[src/rtl/ccr_cond_eval.sv]
// ccr_cond_eval: evaluates a 68k-style condition code (Bcc/Scc/DBcc) against
// the CCR across T3/T4/T1 microcycle phases and produces the branch, Scc and
// DBcc loop-counter results.
module ccr_cond_eval (
   input  logic        clk,
   input  logic        pwrUp,
   input  logic        enT1,
   input  logic        enT3,
   input  logic        enT4,
   input  logic        start,
   input  logic [15:0] ird,
   input  logic [4:0]  ccr,
   input  logic [15:0] dbCount,
   output logic        busy,
   output logic        done,
   output logic        condTrue,
   output logic        takeBranch,
   output logic [7:0]  sccByte,
   output logic [15:0] newCount,
   output logic        cntWr
);

   localparam int unsigned CC_W    = 4;
   localparam int unsigned FLAG_W  = 4;
   localparam int unsigned CNT_W   = 16;
   localparam int unsigned BYTE_W  = 8;

   typedef enum logic [2:0] {
      S_IDLE,
      S_CAPT,
      S_EVAL,
      S_DEC,
      S_DONE
   } state_t;

   typedef enum logic [1:0] {
      CL_NONE,
      CL_BCC,
      CL_DBCC,
      CL_SCC
   } op_class_t;

   state_t              state;
   op_class_t           class_q;
   logic [CC_W-1:0]     cc_q;
   logic [FLAG_W-1:0]   flags_q;   // {N,Z,V,C}
   logic                cond_c;

   // X flag and the register-number bits of ird never influence a result
   logic unused_inputs;
   assign unused_inputs = ^{ird[2:0], ccr[4]};

   // Instruction class from the opcode line, size field and EA mode field
   function automatic op_class_t decode_class(input logic [15:0] ir);
      op_class_t cl;
      cl = CL_NONE;
      if (ir[15:12] == 4'h6)
         cl = CL_BCC;
      else if (ir[15:12] == 4'h5 && ir[7:6] == 2'b11)
         cl = (ir[5:3] == 3'b001) ? CL_DBCC : CL_SCC;
      return cl;
   endfunction

   // Condition truth table; BSR (cc=1) is unconditional for the Bcc class
   function automatic logic eval_cc(input logic [CC_W-1:0] cc,
                                    input logic [FLAG_W-1:0] f,
                                    input op_class_t cl);
      logic n, z, v, c, r;
      n = f[3];
      z = f[2];
      v = f[1];
      c = f[0];
      case (cc)
         4'd0:    r = 1'b1;
         4'd1:    r = (cl == CL_BCC);
         4'd2:    r = ~c & ~z;
         4'd3:    r = c | z;
         4'd4:    r = ~c;
         4'd5:    r = c;
         4'd6:    r = ~z;
         4'd7:    r = z;
         4'd8:    r = ~v;
         4'd9:    r = v;
         4'd10:   r = ~n;
         4'd11:   r = n;
         4'd12:   r = ~(n ^ v);
         4'd13:   r = n ^ v;
         4'd14:   r = ~z & ~(n ^ v);
         default: r = z | (n ^ v);
      endcase
      return r;
   endfunction

   // Condition from the captured opcode and flags
   always_comb begin
      cond_c = eval_cc(cc_q, flags_q, class_q);
   end

   // Sequencer: capture on T3, evaluate on T4, act on T1, decrement on T3,
   // and report completion on the next phase enable
   always_ff @(posedge clk or posedge pwrUp) begin
      if (pwrUp) begin
         state      <= S_IDLE;
         class_q    <= CL_NONE;
         cc_q       <= '0;
         flags_q    <= '0;
         busy       <= 1'b0;
         done       <= 1'b0;
         condTrue   <= 1'b0;
         takeBranch <= 1'b0;
         sccByte    <= '0;
         newCount   <= '0;
         cntWr      <= 1'b0;
      end else begin
         done <= 1'b0;
         case (state)
            S_IDLE: begin
               if (enT3 && start) begin
                  class_q    <= decode_class(ird);
                  cc_q       <= ird[11:8];
                  flags_q    <= ccr[3:0];
                  newCount   <= dbCount;
                  busy       <= 1'b1;
                  condTrue   <= 1'b0;
                  takeBranch <= 1'b0;
                  sccByte    <= '0;
                  cntWr      <= 1'b0;
                  state      <= S_CAPT;
               end
            end
            S_CAPT: begin
               if (enT4) begin
                  condTrue <= cond_c;
                  state    <= S_EVAL;
               end
            end
            S_EVAL: begin
               if (enT1) begin
                  state <= S_DONE;
                  case (class_q)
                     CL_BCC: takeBranch <= condTrue;
                     CL_SCC: sccByte <= condTrue ? {BYTE_W{1'b1}} : BYTE_W'(0);
                     CL_DBCC: begin
                        if (condTrue) begin
                           takeBranch <= 1'b0;
                           cntWr      <= 1'b0;
                        end else begin
                           state <= S_DEC;
                        end
                     end
                     default: begin
                        takeBranch <= 1'b0;
                        sccByte    <= '0;
                     end
                  endcase
               end
            end
            S_DEC: begin
               // Loop continues unless the counter wraps to -1
               if (enT3) begin
                  newCount   <= newCount - CNT_W'(1);
                  cntWr      <= 1'b1;
                  takeBranch <= (newCount != CNT_W'(0));
                  state      <= S_DONE;
               end
            end
            S_DONE: begin
               if (enT1 || enT3 || enT4) begin
                  done  <= 1'b1;
                  busy  <= 1'b0;
                  state <= S_IDLE;
               end
            end
            default: state <= S_IDLE;
         endcase
      end
   end

endmodule

[config.mk]
export PLATFORM = sky130hd
export DESIGN_NAME = ccr_cond_eval
export DESIGN_NICKNAME = d
export VERILOG_FILES = /design/src/rtl/ccr_cond_eval.sv
export SDC_FILE = /design/constraint.sdc
export NUM_CORES = 1
export LEC_CHECK = 0
export CAP_MARGIN = 20
export CORE_MARGIN = 1
export CORE_UTILIZATION = 55
export DETAILED_ROUTE_END_ITERATION = 10
export DONT_BUFFER_PORTS = 1
export GPL_TIMING_DRIVEN = 1
export PLACE_DENSITY_LB_ADDON = 0.2
export REMOVE_ABC_BUFFERS = 1
export SYNTH_ARGS = -nofsm -noshare
export SYNTH_HDL_FRONTEND = slang
export SYNTH_SLANG_ARGS = --single-unit
[constraint.sdc]
create_clock -name clk -period 3.45 [get_ports clk]
set_input_delay 0.345 -clock clk [delete_from_list [all_inputs] [get_ports clk]]
set_output_delay 0.345 -clock clk [all_outputs]
set_load 0.02 [all_outputs]
==> reports/metrics.csv <==
stage;metric;value;unit
status;run_status;finished, final reports clean;
job;maxCapViolations;0;
clock_tree;numCtsBuffers;5;
floorplan;core_area;0.00374;mm^2
placement;pre_cts_ws;1050;ps
logic_synthesis;netlist_top_cells_area;dfrtp_1 (40%), nand2_1 (7.7%), a21oi_1 (6.0%);
placement;place_inst;292;
logic_synthesis;synth_top_area_share;40.2;%
final_layout;instances_no_fill;298;
detailed_routing;wirelength;4560;um
clock_tree;clkTransAtPathRegs;70;ps
worst_setup_path;cpMostUsedCell;or4_4;
detailed_routing;drc;0;
worst_setup_path;worstPathMaxFanout;8;
placement;globalplace.congestion;0.839;
detailed_routing;routedWlPerCell;15.3;um
final_layout;utilization;58.8;%
power;ir_drop;0.335;mV
power;power_frac_clock;14.6;%
timing;post-route-period-util;70.1;%
worst_setup_path;cp-end-kind;flop;
global_routing;grt_antenna_before_repair;0;
timing;finalSetupViolations;0;
clock_tree;post_cts.repair.setup_buffers;0;
logic_synthesis;yosysWarnings;0;
detailed_routing;first_iter_violations;168;
power;power.net_switching;890;uW
timing;rsz0062_at_grt;no;
worst_setup_path;cp_slowest_stage_delay;610;ps
worst_setup_path;crit_chain;or4_4 > or3_1 > or4_4 > o21ai_2 > a21oi_1;
timing;fin_tns_setup;0;ps
global_routing;grt_max_degree;28;
logic_synthesis;synth_common_cells;nand2_1 (45), dfrtp_1 (35), a21oi_1 (26);
final_layout;drive_gt1_share;5.60;%
worst_setup_path;worst-setup-path-type;reg -> reg;
floorplan;die_h;65.0;um
logic_synthesis;yosys.area.top_type;dfrtp_1;
logic_synthesis;synth.avg_cell_area;8.13;um^2
logic_synthesis;netlist_area;0.00218;mm^2
timing;maxSlewViolCount;0;
logic_synthesis;ys_seq_area_share;40.2;%
global_routing;grt-ovfl-total;0;
logic_synthesis;synth_most_common_cell;nand2_1;
floorplan;dieArea;0.00422;mm^2
detailed_routing;drt-pass1-iter-count;4;
clock_tree;cts_max_path_buffers;2;
clock_tree;cts_hold_buffers;0;
power;p_int;988;uW
logic_synthesis;async_reset_ff_share;100;%
clock_tree;cts_tree;done;
global_routing;grt_pass1_wl;7580;um
logic_synthesis;ys.flop_type;dfrtp_1;
power;leakage;0.876;nW
worst_setup_path;cpMaxStageDelayCell;or4_4;
final_layout;diodes;0;
timing;min_period;2420;ps
logic_synthesis;netlist_instances;268;
detailed_routing;vias;1797;
floorplan;start_util;58.2;%
worst_setup_path;reg2reg_depth;5;
logic_synthesis;synth_cell_types;45;
timing;clock.fmax;413;MHz
clock_tree;cts-resized-gates;0;
placement;dp_hpwl;3190;um
timing;tightest_slew;879;ps
detailed_routing;detail_route.vias_per_cell;6.03;
timing;finClkSkew;4.28;ps
power;share_comb_of_total_power;33.0;%
logic_synthesis;synth-edff-count;0;
clock_tree;htree_num_levels;2;
global_routing;grt_pass1_vias;1609;
worst_setup_path;arrival;2560;ps
global_routing;track_usage;23.5;%
floorplan;die_w;65.0;um
timing;fin_ws;1030;ps
detailed_routing;ant_nets;0;
floorplan;std_cell_rows;22;
clock_tree;cts-root-buf;clkbuf_8;
timing;finalHoldViolations;0;
timing;slew_headroom;41.4;%
min_path;hold_class;in -> async;
power;swShare;47.4;%
power;powerDensity;853;mW/mm^2
logic_synthesis;ys_ff_latch;35;
worst_setup_path;required;3590;ps
final_layout;area_delta_synth_final;0.976;%
clock_tree;clk_latency;280;ps
floorplan;pin_count;72;
power;seqPwrFrac;52.4;%
worst_setup_path;worstSetupStartpointType;flop;
final_layout;layout.nets;298;
placement;io_buffers;0;
clock_tree;numClockSinks;35;
routing by layer:
layer | track usage, % | vias up | share of wire [%] | routed length (um)
met5 | 0 | - | 0 | 0
li1 | - | 918 | - | -
met2 | 37.6 | 60 | 47 | 2120
met3 | 7.04 | 7 | 7.7 | 349
met4 | 8.06 | 0 | 1.2 | 56
met1 | 29.9 | 812 | 45 | 2030
layout make-up:
| cell class | count | area (um^2) |
|---|---|---|
| clock buffer | 6 | 72.6 |
| fill | 358 | 1540 |
| inverter | 7 | 26.3 |
| multi-input combinational | 200 | 1150 |
| sequential | 35 | 876 |
| tap | 48 | 60.1 |
| timing repair buffer | 2 | 15.0 |
worst max-delay path, delay by kind of cell (launching register included):
kind | cells | cell delay, ps
AND/OR/NAND/NOR | 3 | 1600
flip-flops | 1 | 520
AO/OA/AOI/OAI | 2 | 150
registers in the layout, summed over array words and instances (netlist names):
name	count
busy	1
flags_q	4
state	3
cc_q	4
cntWr	1
class_q	2
newCount	16
done	1
takeBranch	1
sccByte	1
condTrue	1
cell families (layout without fill, tap and decap cells):
| group | count (synthesis) | count (layout) | synth area share [%] |
|---|---|---|---|
| xor+xnor | 2 | 2 | 0.804 |
| mux | 4 | 4 | 2.01 |
| flops | 35 | 35 | 40.2 |
| fa+ha+maj | 4 | 4 | 2.30 |
| compound gates | 85 | 85 | 24.3 |
| simple gates | 105 | 105 | 23.4 |
| buf+inv | 33 | 15 | 7.00 |
power by group through the flow:
stage	Clock [mW]	Sequential, mW	Combinational [mW]
final	0.274	0.985	0.619
after global routing	0.301	1.02	0.722
after CTS	0.281	0.982	0.625
after detailed placement	0	0.989	0.624
after global placement	0	0.988	0.611
after floorplan	0	0.920	0.520
metrics by stage:
| stage | instance area (um^2) | power, mW | hold slack, ps |
|---|---|---|---|
| floorplan | 2050 | 1.44 | 450 |
| global placement | 2130 | 1.60 | 444 |
| detailed placement | 2130 | 1.61 | 455 |
| CTS | 2200 | 1.89 | 133 |
| global route | 2200 | 2.05 | 159 |
| finish | 2200 | 1.88 | 114 |
path summary, 6_finish.rpt:
path                            slack (ps)      endpoint        start
worst max-delay path                  1030  newCount[15]  newCount[7]
max in group asynchronous             2620      condTrue        pwrUp
worst min register to register         520    flags_q[1]   flags_q[1]
worst max register to register        1030  newCount[15]  newCount[7]
worst min-delay path                   110    flags_q[2]        pwrUp
min in group clk                       170       cc_q[0]       ird[8]
cells in the final DEF (no fill, tap or decap), drive strengths merged, types with 2 or more instances in the layout:
cell     Yosys  final
o22ai        3      3
clkbuf      17      6
mux2         3      3
a211oi       2      2
a2bb2oi      2      2
ha           4      4
nor3b        6      6
a22oi        2      2
nor2b        5      5
and2         3      3
o2bb2ai      2      2
inv          7      7
o32ai        3      3
nand3        4      4
nand2       45     45
or3          4      4
a311oi       2      2
xor2         2      2
o21a         2      2
o21ai       25     25
o31ai        3      3
a32oi        3      3
dfrtp       35     35
a21oi       26     26
nand2b       2      2
nor2        20     20
nor3         7      7
or4          4      4
buf          9      2
nand3b       2      2
a31oi        3      3
o41ai        2      2
No activity file was read; power rests on OpenSTA's default activity.
